File: config.mk
export PLATFORM = sky130hd
export DESIGN_NAME = alu_ctrl_seq
export DESIGN_NICKNAME = d
export VERILOG_FILES = /design/src/rtl/alu_ctrl_seq.sv
export SDC_FILE = /design/constraint.sdc
export NUM_CORES = 1
export LEC_CHECK = 0
export CAP_MARGIN = 5
export CORE_ASPECT_RATIO = 0.6
export CORE_UTILIZATION = 35
export DETAILED_ROUTE_END_ITERATION = 12
export GPL_ROUTABILITY_DRIVEN = 1
export PLACE_DENSITY_LB_ADDON = 0.15
export SYNTH_ARGS = -nofsm -noshare
export SYNTH_HDL_FRONTEND = slang
export SYNTH_SLANG_ARGS = --single-unit
export TNS_END_PERCENT = 5
File: constraint.sdc
create_clock -name clk -period 2.1 [get_ports clk]
set_input_delay 0.42 -clock clk [delete_from_list [all_inputs] [get_ports clk]]
set_output_delay 0.42 -clock clk [all_outputs]
set_load 0.01 [all_outputs]
File: src/rtl/alu_ctrl_seq.sv
// alu_ctrl_seq: fetch/decode/execute sequencer driving the 20-bit ALU datapath controls.
// Define ALU_CTRL_TIMEOUT_EN to add the handshake watchdog and its timeout_err port.
module alu_ctrl_seq #(
    parameter int         PC_W   = 8,
    parameter logic [3:0] DR_SEL = 4'hF
`ifdef ALU_CTRL_TIMEOUT_EN
    ,
    parameter int         TIMEOUT_CYC = 255
`endif
) (
    input  logic            clk,
    input  logic            rst_n,
    output logic            imem_req,
    input  logic            imem_ack,
    input  logic [11:0]     imem_data,
    output logic [PC_W-1:0] pc,
    output logic [3:0]      alu_op,
    output logic [3:0]      bus_sel,
    output logic            ac_load,
    output logic            reg_wr,
    output logic [3:0]      reg_wr_sel,
    input  logic            alu_z,
    input  logic            alu_n,
    output logic            dmem_rd,
    output logic            dmem_wr,
    input  logic            dmem_ack,
    output logic            z_flag,
    output logic            n_flag,
    output logic            illegal,
    output logic            halted,
    output logic [2:0]      dbgState
`ifdef ALU_CTRL_TIMEOUT_EN
    ,
    output logic            timeout_err
`endif
);

    typedef enum logic [2:0] {FETCH, DECODE, EXEC, MEM_WAIT, HALT} stateE;

    localparam logic [3:0] OP_ALU      = 4'h1;
    localparam logic [3:0] OP_MVAC     = 4'h2;
    localparam logic [3:0] OP_LOAD     = 4'h3;
    localparam logic [3:0] OP_STORE    = 4'h4;
    localparam logic [3:0] OP_JMP      = 4'h5;
    localparam logic [3:0] OP_JMPZ     = 4'h6;
    localparam logic [3:0] OP_JMPN     = 4'h7;
    localparam logic [3:0] OP_HALT     = 4'h8;
    localparam logic [3:0] OP_ILL_BASE = 4'h9;
    localparam logic [3:0] ALU_PASS_AC = 4'h1;
    localparam logic [3:0] ALU_PASS_DR = 4'h0;

    stateE            state, stateNext;
    logic [11:0]      ir, irNext;
    logic [PC_W-1:0]  pcNext, jumpTarget;
    logic [3:0]       opcode, fieldA, fieldB;
    logic [3:0]       aluOpNext, busSelNext, regWrSelNext;
    logic             zNext, nNext, imemReqNext, acLoadNext, regWrNext;
    logic             dmemRdNext, dmemWrNext, illegalNext;
    logic             imemDone, dmemDone;

    assign opcode     = ir[11:8];
    assign fieldA     = ir[7:4];
    assign fieldB     = ir[3:0];
    assign jumpTarget = PC_W'(ir[7:0]);
    assign dbgState   = state;

    // Handshake: a request stays asserted until an ack is sampled while it is high;
    // an ack seen while the matching request is low is dropped.
    assign imemDone = imem_req && imem_ack;
    assign dmemDone = (dmem_rd || dmem_wr) && dmem_ack;

`ifdef ALU_CTRL_TIMEOUT_EN
    localparam logic [7:0] WDOG_LAST = 8'(TIMEOUT_CYC - 1);
    logic [7:0] wdog, wdogNext;
    logic       timeoutNext, waiting;
    assign waiting = (state == FETCH && !imemDone) || (state == MEM_WAIT && !dmemDone);
`endif

    always_comb begin
        stateNext    = state;
        irNext       = ir;
        pcNext       = pc;
        zNext        = z_flag;
        nNext        = n_flag;
        aluOpNext    = alu_op;
        busSelNext   = bus_sel;
        regWrSelNext = reg_wr_sel;
        acLoadNext   = 1'b0;
        regWrNext    = 1'b0;
        dmemRdNext   = 1'b0;
        dmemWrNext   = 1'b0;
        illegalNext  = 1'b0;
        if (ac_load) begin
            zNext = alu_z;
            nNext = alu_n;
        end
        case (state)
            FETCH: begin
                if (imemDone) begin
                    irNext    = imem_data;
                    pcNext    = pc + PC_W'(1);
                    stateNext = DECODE;
                end
            end
            DECODE: begin
                stateNext = EXEC;
                case (opcode)
                    OP_ALU: begin
                        aluOpNext  = fieldA;
                        busSelNext = fieldB;
                        acLoadNext = 1'b1;
                    end
                    OP_MVAC: begin
                        aluOpNext    = ALU_PASS_AC;
                        regWrSelNext = fieldB;
                        regWrNext    = 1'b1;
                    end
                    OP_LOAD:  dmemRdNext = 1'b1;
                    OP_STORE: dmemWrNext = 1'b1;
                    default:  illegalNext = (opcode >= OP_ILL_BASE);
                endcase
            end
            EXEC, MEM_WAIT: begin
                stateNext = FETCH;
                case (opcode)
                    OP_LOAD, OP_STORE: begin
                        if (dmemDone) begin
                            // Load data lands in AC the cycle after the ack.
                            if (opcode == OP_LOAD) begin
                                aluOpNext  = ALU_PASS_DR;
                                busSelNext = DR_SEL;
                                acLoadNext = 1'b1;
                            end
                        end else begin
                            stateNext  = MEM_WAIT;
                            dmemRdNext = dmem_rd;
                            dmemWrNext = dmem_wr;
                        end
                    end
                    OP_JMP:  pcNext = jumpTarget;
                    OP_JMPZ: if (z_flag) pcNext = jumpTarget;
                    OP_JMPN: if (n_flag) pcNext = jumpTarget;
                    OP_HALT: stateNext = HALT;
                    default: ;
                endcase
            end
            HALT:    stateNext = HALT;
            default: stateNext = FETCH;
        endcase
`ifdef ALU_CTRL_TIMEOUT_EN
        wdogNext    = waiting ? wdog + 8'd1 : 8'd0;
        timeoutNext = timeout_err;
        if (waiting && wdog == WDOG_LAST) begin
            stateNext   = HALT;
            dmemRdNext  = 1'b0;
            dmemWrNext  = 1'b0;
            wdogNext    = 8'd0;
            timeoutNext = 1'b1;
        end
`endif
        imemReqNext = (stateNext == FETCH);
    end

    always_ff @(posedge clk) begin
        if (!rst_n) begin
            state      <= FETCH;
            ir         <= 12'h000;
            pc         <= '0;
            z_flag     <= 1'b0;
            n_flag     <= 1'b0;
            imem_req   <= 1'b0;
            alu_op     <= ALU_PASS_AC;
            bus_sel    <= 4'h0;
            ac_load    <= 1'b0;
            reg_wr     <= 1'b0;
            reg_wr_sel <= 4'h0;
            dmem_rd    <= 1'b0;
            dmem_wr    <= 1'b0;
            illegal    <= 1'b0;
            halted     <= 1'b0;
        end else begin
            state      <= stateNext;
            ir         <= irNext;
            pc         <= pcNext;
            z_flag     <= zNext;
            n_flag     <= nNext;
            imem_req   <= imemReqNext;
            alu_op     <= aluOpNext;
            bus_sel    <= busSelNext;
            ac_load    <= acLoadNext;
            reg_wr     <= regWrNext;
            reg_wr_sel <= regWrSelNext;
            dmem_rd    <= dmemRdNext;
            dmem_wr    <= dmemWrNext;
            illegal    <= illegalNext;
            halted     <= (stateNext == HALT);
        end
    end

`ifdef ALU_CTRL_TIMEOUT_EN
    always_ff @(posedge clk) begin
        if (!rst_n) begin
            wdog        <= 8'd0;
            timeout_err <= 1'b0;
        end else begin
            wdog        <= wdogNext;
            timeout_err <= timeoutNext;
        end
    end
`endif

endmodule

# Word-level counts from Yosys, hierarchy flattened

Cells that the tools add are included.

$add $sub $neg: 1
Order comparisons: 1
Equality and inequality tests: 23
Muxes and demuxes: 30
Bitwise logic cells: 2
Reduce and logical (&&, ||, !) cells: 16

Operator list:

| kind                                                      | number |
|---|---|
| 2-to-1 mux 4 bit                                          | 7 |
| 2-to-1 mux 8 bit                                          | 3 |
| case mux 4 bit (2 select lines)                           | 3 |
| case mux 8 bit (3 select lines)                           | 1 |
| == test 4 x 3 -> 1 bit (second input constant)            | 4 |
| case mux 8 bit (2 select lines)                           | 1 |
| AND reduction 5 bit                                       | 3 |
| != test 3 bit (second input constant)                     | 4 |
| case mux 3 bit (4 select lines)                           | 1 |
| adder 8 x 1 -> 8 bit (second input constant)              | 1 |
| == test 4 x 2 -> 1 bit (second input constant)            | 2 |
| 2-to-1 mux 1 bit                                          | 8 |
| != test 2 bit (second input constant)                     | 4 |
| == test 3 x 2 -> 1 bit (second input constant)            | 2 |
| == test 3 bit (second input constant)                     | 2 |
| zero test 3 bit                                           | 2 |
| case mux 1 bit (2 select lines)                           | 3 |
| case mux 3 bit (2 select lines)                           | 1 |
| AND reduction 2 bit                                       | 3 |
| OR reduction 6 bit                                        | 1 |
| == test 4 x 1 -> 1 bit (second input constant)            | 1 |
| == test 4 bit (second input constant)                     | 1 |
| greater-or-equal comparator 4 bit (second input constant) | 1 |
| != test 4 x 2 -> 1 bit (second input constant)            | 1 |
| other kinds (9)                                           | 13 |

Flip-flop bits (word level): 44
Bits of input ports: 18
Output and inout port bits: 32
Logic and storage cells: 88

# Depth between registers and ports, before layout

Gate-level depths: netlist of the first run.

Depth in word-level cells: 6
Depth in mapped cells: 6
Mapped depth without buffers: 5

# Least setup slack after synthesis of the first run

Ideal clock, no wire load.

Kind: reg2reg
Start point: reg state[1], in the netlist dbgState[1]
End point: reg pc[1]
Setup time: 0.067 ns
Data arrival time: 1.587 ns
Required time: 2.033 ns
Path slack: 0.445 ns
Stages on the path, launching flop included: 6
Path buffers: 1
Period minus slack after synthesis: 1.655 ns
Cells stage by stage: dfxtp_1 -> nand2b_4 -> or4_1 -> buf_2 -> a22o_1 -> a21oi_2

Cells in the longest elaborated chain, start to end: 4
Elaborated cells on any way between the ends: 11
Classes of those cells: eq/ne: 6; mux: 1; reduce/logical: 4

Ends and longest elaborated chain:

| what                                                                  | line | source |
|---|---|---|
| start: declaration                                                    | 52   | `stateE state, stateNext;` |
| start signal: assignment                                              | 182  | `state <= stateNext;` |
| == test 3 x 2 -> 1 bit                                                | 97   | `case (state)` |
| OR reduction 2 bit                                                    | 97   |  |
| != test 4 x 2 -> 1 bit (no source line), or another cell as far along | -    |  |
| AND reduction 5 bit (no source line)                                  | -    |  |
| end signal: assignment                                                | 184  | `pc <= pcNext;` |
| end: declaration                                                      | 16   | `output logic [PC_W-1:0] pc,` |

Several ways; a longest one is shown, not always the timed one.
A chain may end at the register's enable or synchronous reset.

# Worst setup path after layout of the first run

Start point: reg ir[9]
End point: reg pc[1]

Cells in the longest elaborated chain, start to end: 3
Elaborated cells on any way between the ends: 9
Classes of those cells: eq/ne: 6; mux: 2; reduce/logical: 1

Ends and longest elaborated chain:

| what                                                                          | line | source |
|---|---|---|
| start: declaration                                                            | 53   | `logic [11:0] ir, irNext;` |
| start signal: assignment                                                      | 183  | `ir <= irNext;` |
| == test 4 x 3 -> 1 bit                                                        | 125  | `case (opcode)` |
| case mux 8 bit (3 select lines), or another cell as far along                 | 125  |  |
| case mux 8 bit (2 select lines) / AND reduction 5 bit (equally long branches) | -    |  |

Several ways; a longest one is shown, not always the timed one.

==> results of run 1 <==
-- stage by stage --
stage                     hold slack (ps)  total power, uW  instance area [um^2]
after floorplan                       442              996                  1990
after detailed placement              452             1080                  2550
after global placement                445             1080                  2550
final                                 462             1710                  2660
after CTS                             464             1720                  2660
after global routing                  492             1780                  2660
-- worst register-to-register path, delay by kind of cell, from the launching register on --
kind | cells | cell delay, ps
DFF | 1 | 500
AOI/OAI and AO/OA | 3 | 590
and+or+nand+nor | 1 | 730
-- layer usage --
layer  track usage [%]  vias to the layer above  part of all wire [%]
met5                 0                        -                     0
met4              5.46                        0                  0.47
met3              4.61                        5                   6.5
met2              25.3                       61                    41
met1              27.6                      879                    52
li1                  -                      939                     -
-- power breakdown --
group	internal (uW)	switching (uW)	total (uW)
registers	855	27.7	883
clock network	353	294	647
logic	88.7	94.5	183
-- area by class of cell --
cell class	instances	area share, %
clock buffer	6	2.73
clock inverter	2	1.32
inverter	2	0.282
multi-input combinational	172	38.5
sequential	44	33.1
tap	66	3.10
timing repair buffer	58	21.0
-- worst paths after layout --
check / startpoint / end / slack, ps / depth (start not counted)
setup / recovery: ir[9]$_SDFFE_PN0P_ / pc[1]$_SDFFE_PN0P_ / 220 / 4
hold reg to reg: reg_wr_sel[0]$_SDFFE_PN0P_ / reg_wr_sel[0]$_SDFFE_PN0P_ / 460 / 2
hold / removal: reg_wr_sel[0]$_SDFFE_PN0P_ / reg_wr_sel[0]$_SDFFE_PN0P_ / 460 / 2
setup reg to reg: ir[9]$_SDFFE_PN0P_ / pc[1]$_SDFFE_PN0P_ / 220 / 4
-- kinds of logic (layout without fill, tap and decap cells) --
group / after synthesis / count (layout) / share of synthesized area, %
flip-flops: 44 / 44 / 44.4
buffers and inverters: 19 / 68 / 3.97
multiplexers: 9 / 9 / 4.54
AND/OR/NAND/NOR: 103 / 103 / 27.0
AO/OA/AOI/OAI: 59 / 59 / 19.5
adder cells (fa/ha/maj): 1 / 1 / 0.630
-- cell usage in the layout (no fill, tap or decap), types with 2 or more instances in the layout --
cell / netlist / layout
inv_1: 2 / 2
nor3b_1: 2 / 2
a31oi_1: 2 / 2
clkbuf_8: 0 / 5
nor2_1: 10 / 10
dfxtp_1: 44 / 44
a21oi_1: 24 / 24
nor3_1: 9 / 9
o22ai_1: 2 / 2
nor4b_1: 2 / 2
nand3_1: 8 / 8
nor2_2: 2 / 2
buf_4: 0 / 9
nor4_1: 4 / 4
clkdlybuf4s50_1: 0 / 49
nand2_1: 46 / 46
o32ai_1: 3 / 3
a21boi_0: 2 / 2
a22oi_1: 4 / 4
o21ai_0: 11 / 11
nand2b_1: 3 / 3
mux2i_1: 9 / 9
nand4_1: 4 / 4
-- sequential cells by signal, indices dropped and copies added (netlist names), 3 cells and up --
signal      count
alu_op          4
bus_sel         4
dbgState        3
ir             12
pc              8
reg_wr_sel      4
-- cell usage after synthesis, types with 3 or more instances --
| master | number |
|---|---|
| a21oi_1 | 24 |
| a22oi_1 | 4 |
| buf_2 | 6 |
| clkbuf_1 | 10 |
| dfxtp_1 | 44 |
| mux2i_1 | 9 |
| nand2_1 | 46 |
| nand2b_1 | 3 |
| nand3_1 | 8 |
| nand4_1 | 4 |
| nor2_1 | 10 |
| nor3_1 | 9 |
| nor4_1 | 4 |
| o21ai_0 | 11 |
| o32ai_1 | 3 |
==> qor.yml, run 1 <==
layout:
  post-route-util_pct: 50.7
  antenna_cells: 0
  drive_gt1_share_pct: 9.15
  nets: 302
  stdcell_count: 350
  syn2layout_area_growth_pct: 34.1
  regArea_um2: 881
  multi_input_area_mm2: 0.00103
  fillers: 521
routing:
  via_count: 1884
  drt-wirelength-per-cell_um: 15.1
  drtIter0Drc: 92
  ant_nets: 0
  drc: 0
  postRouteWirelength_mm: 5.28
  dr.pass1.iters: 4
  vias_per_cell: 5.38
placed_design:
  dp_hpwl_mm: 3.79
  portBuffers: 49
  place_ws_ps: 123
  dp_cells: 342
  place.gp.congestion: 0.817
timing:
  worst_slack_ps: 224
  post-route-min-period_ps: 1880
  drv_slew: 0
  period_share_pct: 89.3
  fin_setup_tns_ps: 0
  setup_violations: 0
  fmax_mhz: 533
  hold_violations: 0
  rsz0062_at_grt: "no"
  slew_headroom_pct: 66.8
  worstMarginPinSlew_ps: 496
  skew_ps: 2.40
hold_path:
  min-delay-path-class: "reg -> reg"
clock_network:
  h-tree-depth: 2
  cts_buffer_depth: 2
  cts_tree: "built"
  cts_hold_buf: 0
  worstSkewPairLatency_ps: 300
  post_cts_buffers: 0
  path_clk_slew_ps: 80
  cts_resized: 0
  cts_buffers: 5
  root_buffer: "clkbuf_8"
  cts.sinks: 44
power:
  power.density_mw_per_mm2: 643
  leakage_uw: 0.000857
  irDropWorstVdd_mv: 0.307
logic_synthesis:
  yosys.area.top_type: "dfxtp_1"
  synthArstFlopShare_pct: 0
  postSynthCellCount: 235
  yosysSeqAreaShare_pct: 44.4
  synth_cell_types: 48
  synth_edf_count: 0
  syn_nets: 254
  syn_area_mm2: 0.00199
  ys.warnings.count: 0
  synth_area_leaders: "dfxtp_1 (44%), nand2_1 (8.7%), a21oi_1 (6.0%)"
  ys_ff_latch: 44
  synth_top_area_share_pct: 44.4
  ys.flop_type: "dfxtp_1"
  syn_avg_cell_area_um2: 8.45
worst_setup_path:
  max_stage_delay_ps: 730
  path_class: "reg -> reg"
  crit_family: "simple AND/OR/NAND/NOR gates"
  crit_buf_inv: 0
  cpMaxStageDelayCell: "or4_1"
  path_max_fanout: 11
  worst-endpoint-required_ps: 2330
  cp-end-kind: "flip-flop"
  crit_arrival_ps: 2110
  crit_chain: "a21oi_1 -> or4_1 -> a22o_1 -> a21oi_2"
  cp-start-kind: "flip-flop"
flow_run:
  cap_violations: 0
global_routing:
  track_usage_pct: 18.2
  grt_max_degree: 26
  antenna_found_initial: 0
  overflow: 0
  grt_first_pass_wirelength_mm: 8.21
  grt_pass1_vias: 1589
floorplan:
  num_io_pins: 50
  start_util_pct: 37.8
  coreArea_mm2: 0.00526
  die_w_um: 99.2
  dieArea_mm2: 0.00599
  row_count: 20
  die_h_um: 60.3
outcome:
  status: "completed"
No activity file was read; power rests on OpenSTA's default activity.
==> inputs of run 2 (changes only) <==
- CORE_MARGIN: unset -> 2
==> qor.yml, run 2 (synthesis results as in run 1) <==
layout:
  final_cell_mix: "clkdlybuf4s50_1 (49), nand2_1 (46), dfxtp_1 (44), a21oi_1 (24), o21ai_0 (11)"
  stdcell_count: 354
  post-route-cell-area_mm2: 0.00269
  top_register: "ir"
  top_regs: "ir: 12 flops, pc: 8 flops"
  nets: 303
  largest_reg_flops: 12
  syn2layout_area_growth_pct: 35.6
  drive_gt1_share_pct: 9.82
  fillers: 537
  antenna_cells: 0
  regArea_um2: 881
  multi_input_area_mm2: 0.00103
  layout_commonest_cell: "clkdlybuf4s50_1"
placed_design:
  placed_cell_area_mm2: 0.00257
  portBuffers: 49
  place.gp.congestion: 0.822
  dp_hpwl_mm: 3.79
  dp_cells: 346
power:
  leakage_uw: 0.000870
  irDropWorstVdd_mv: 0.298
  power.density_mw_per_mm2: 663
floorplan:
  dieArea_mm2: 0.00631
  row_count: 21
  die_w_um: 101
  die_h_um: 62.3
  start_util_pct: 36.0
  coreArea_mm2: 0.00552
  num_io_pins: 50
worst_setup_path:
  worst-endpoint-required_ps: 2330
  cp-end-kind: "flip-flop"
  path_max_fanout: 11
  crit_family: "simple AND/OR/NAND/NOR gates"
  path_class: "reg -> reg"
  crit_buf_inv: 0
  crit_arrival_ps: 2130
  crit_chain: "a21oi_1 -> or4_1 -> a22o_1 -> a21oi_2"
  max_stage_delay_ps: 740
  cpMaxStageDelayCell: "or4_1"
  cp-start-kind: "flip-flop"
timing:
  setup_violations: 0
  drv_slew: 0
  fin_setup_tns_ps: 0
  slew_headroom_pct: 61.8
  skew_ps: 7.30
  post-route-min-period_ps: 1900
  worstMarginPinSlew_ps: 573
  hold_violations: 0
  rsz0062_at_grt: "no"
  period_share_pct: 90.4
  fmax_mhz: 526
global_routing:
  antenna_found_initial: 0
  track_usage_pct: 17.2
  grt_first_pass_wirelength_mm: 8.45
  grt_pass1_vias: 1619
  overflow: 0
  grt_max_degree: 26
clock_network:
  h-tree-depth: 2
  cts_hold_buf: 0
  cts_resized: 0
  cts_buffer_depth: 2
  cts_tree: "built"
  cts.sinks: 44
  post_cts_buffers: 0
  root_buffer: "clkbuf_8"
  cts_buffers: 5
  path_clk_slew_ps: 80
  worstSkewPairLatency_ps: 300
flow_run:
  cap_violations: 0
outcome:
  status: "completed"
hold_path:
  min-delay-path-class: "reg -> reg"
routing:
  drtIter0Drc: 102
  ant_nets: 0
  drt-wirelength-per-cell_um: 14.8
  vias_per_cell: 5.24
  via_count: 1856
  postRouteWirelength_mm: 5.23
  drc: 0
  dr.pass1.iters: 4
==> run 2: cell types whose count changed in the layout (fill, tap and decap cells not counted) <==
| cell | before | now |
|---|---|---|
| clkbuf_1 | 1 | 0 |
| clkbuf_8 | 5 | 7 |
| buf_4 | 9 | 10 |
| clkinv_2 | 1 | 0 |
==> run 2: worst min-delay path, stage by stage (launching register included) <==
cell and delay (ps):
dfxtp_1 320, nand2_1 50, a21oi_1 50
==> run 2: final cells by class <==
class                      count  share of cell area, %
clock buffer                   7                   3.58
clock inverter                 1                   1.12
inverter                       2                  0.279
multi-input combinational    172                   38.1
sequential                    44                   32.7
tap                           69                   3.21
timing repair buffer          59                   21.0
==> run 2: metal layers <==
metal	part of all wire (%)	global-route usage, %
met1	52	27.3
met2	39	22.2
met3	7.8	4.62
met4	0.76	4.56
met5	0	0
==> run 2: worst paths after layout <==
| path | from | to | slack (ps) | cells after the start |
|---|---|---|---|---|
| max | ir[8]$_SDFFE_PN0P_ | pc[1]$_SDFFE_PN0P_ | 200 | 4 |
| min | reg_wr_sel[1]$_SDFFE_PN0P_ | reg_wr_sel[1]$_SDFFE_PN0P_ | 460 | 2 |
| max reg2reg | ir[8]$_SDFFE_PN0P_ | pc[1]$_SDFFE_PN0P_ | 200 | 4 |
| min reg2reg | reg_wr_sel[1]$_SDFFE_PN0P_ | reg_wr_sel[1]$_SDFFE_PN0P_ | 460 | 2 |
==> run 2: report_power, final <==
group | switching, uW | internal (uW)
logic | 95.8 | 90.8
clock network | 296 | 420
registers | 26.7 | 855
==> run 2: per-stage QoR <==
step	util [%]	total power, uW	setup slack (ps)	hold slack, ps
after CTS	48.8	1800	214	464
after global placement	46.5	1090	200	445
final	48.8	1780	201	459
after floorplan	-	996	445	442
after detailed placement	46.5	1090	172	453
after global routing	48.8	1850	116	481
==> inputs of run 3 (changes only) <==
- clock period: 2.1 -> 1.9 ns (I/O delays scaled with it)
==> qor.yml, run 3 (synthesis results as in run 1) <==
clock_network:
  h-tree-depth: 2
  root_buffer: "clkbuf_8"
  worstSkewPairLatency_ps: 300
  cts_tree: "built"
  path_clk_slew_ps: 90
  cts_buffer_depth: 2
  cts_buffers: 5
  cts.sinks: 44
  cts_hold_buf: 0
placed_design:
  placed_cell_area_mm2: 0.00261
  place.gp.congestion: 0.828
  dp_hpwl_mm: 3.99
  dp_cells: 350
  portBuffers: 49
layout:
  layout_commonest_cell: "clkdlybuf4s50_1"
  drive_gt1_share_pct: 12.1
  syn2layout_area_growth_pct: 37.7
  nets: 307
  top_regs: "ir: 12 flops, pc: 8 flops"
  final_cell_mix: "clkdlybuf4s50_1 (49), nand2_1 (46), dfxtp_1 (43), a21oi_1 (24), buf_4 (13)"
  top_register: "ir"
  post-route-cell-area_mm2: 0.00274
  antenna_cells: 0
  stdcell_count: 358
  largest_reg_flops: 12
worst_setup_path:
  cp-end-kind: "primary output"
  cpMaxStageDelayCell: "clkdlybuf4s50_1"
  crit_arrival_ps: 1370
  path_class: "reg -> out"
  worst-endpoint-required_ps: 1520
  max_stage_delay_ps: 600
  crit_buf_inv: 1
  cp-start-kind: "flip-flop"
  path_max_fanout: 7
  crit_chain: "clkdlybuf4s50_1"
  crit_family: "buffers and inverters"
global_routing:
  antenna_found_initial: 0
  grt_first_pass_wirelength_mm: 8.73
  overflow: 0
  track_usage_pct: 17.8
  grt_max_degree: 26
  grt_pass1_vias: 1722
routing:
  drtIter0Drc: 123
  postRouteWirelength_mm: 5.42
  ant_nets: 0
  topRoutingLayerUsed: "met4"
  via_count: 1867
  vias_per_cell: 5.22
  dr_wl_met3_um: 314
  wl_met1_mm: 2.95
  wl_met2_mm: 2.08
  drc: 0
  dr.pass1.iters: 4
  drt-wirelength-per-cell_um: 15.1
flow_run:
  cap_violations: 0
timing:
  slew_headroom_pct: 64.7
  setup_violations: 0
  worstMarginPinSlew_ps: 528
  fin_setup_tns_ps: 0
  hold_violations: 0
  rsz0062_at_grt: "no"
  post-route-min-period_ps: 1750
  drv_slew: 0
  skew_ps: 7.16
  fmax_mhz: 572
  period_share_pct: 92.0
floorplan:
  start_util_pct: 36.0
  die_w_um: 101
  dieArea_mm2: 0.00631
  die_h_um: 62.3
  row_count: 21
  num_io_pins: 50
  coreArea_mm2: 0.00552
hold_path:
  min-delay-path-class: "reg -> reg"
power:
  irDropWorstVdd_mv: 0.290
  power.density_mw_per_mm2: 708
  leakage_uw: 0.000888
outcome:
  status: "completed"
run 3: worst paths after layout:
check                                                start                    endpoint  slack, ps  cells after the start
worst max-delay path                dbgState[1]$_SDFF_PN0_                 dbgState[1]        150                      1
worst min-delay path            reg_wr_sel[1]$_SDFFE_PN0P_  reg_wr_sel[1]$_SDFFE_PN0P_        460                      2
worst max register to register         ir[10]$_SDFFE_PN0P_        dmem_wr$_SDFFE_PN0P_        160                      4
worst min register to register  reg_wr_sel[1]$_SDFFE_PN0P_  reg_wr_sel[1]$_SDFFE_PN0P_        460                      2
run 3: stage by stage:
stage / utilization, % / setup WS, ps / total power (uW) / hold slack [ps]
after floorplan: - / 245 / 1100 / 442
after global placement: 47.3 / 109 / 1210 / 445
after detailed placement: 47.3 / 61.0 / 1210 / 448
after CTS: 49.4 / 28.6 / 1950 / 464
after global routing: 49.6 / 7.77 / 2010 / 475
final: 49.6 / 152 / 1940 / 459
run 3: area by class of cell:
type / count / area [um^2]
fillers: 560 / 2780
clock buffers: 5 / 68.8
repair buffers: 63 / 608
inverters: 2 / 7.51
flip-flops and latches: 44 / 882
multi-input cells: 172 / 1040
clock inverters: 3 / 46.3
well taps: 69 / 86.3
run 3: where the power goes:
group	total, uW	switching (uW)	internal (uW)
logic	215	109	106
clock network	745	349	396
registers	976	30.1	946
total	1940	488	1450
run 3: timing repair:
action / CTS / global route
gates resized for setup: 0 / 3
endpoints found under the setup margin: 0 / 8
setup buffers: 0 / 0
run 3: routing by layer:
metal | GRT usage (%) | vias to the layer above
met5 | 0 | -
met1 | 28.3 | 843
met3 | 4.05 | 8
li1 | - | 954
met4 | 5.07 | 0
met2 | 23.6 | 62
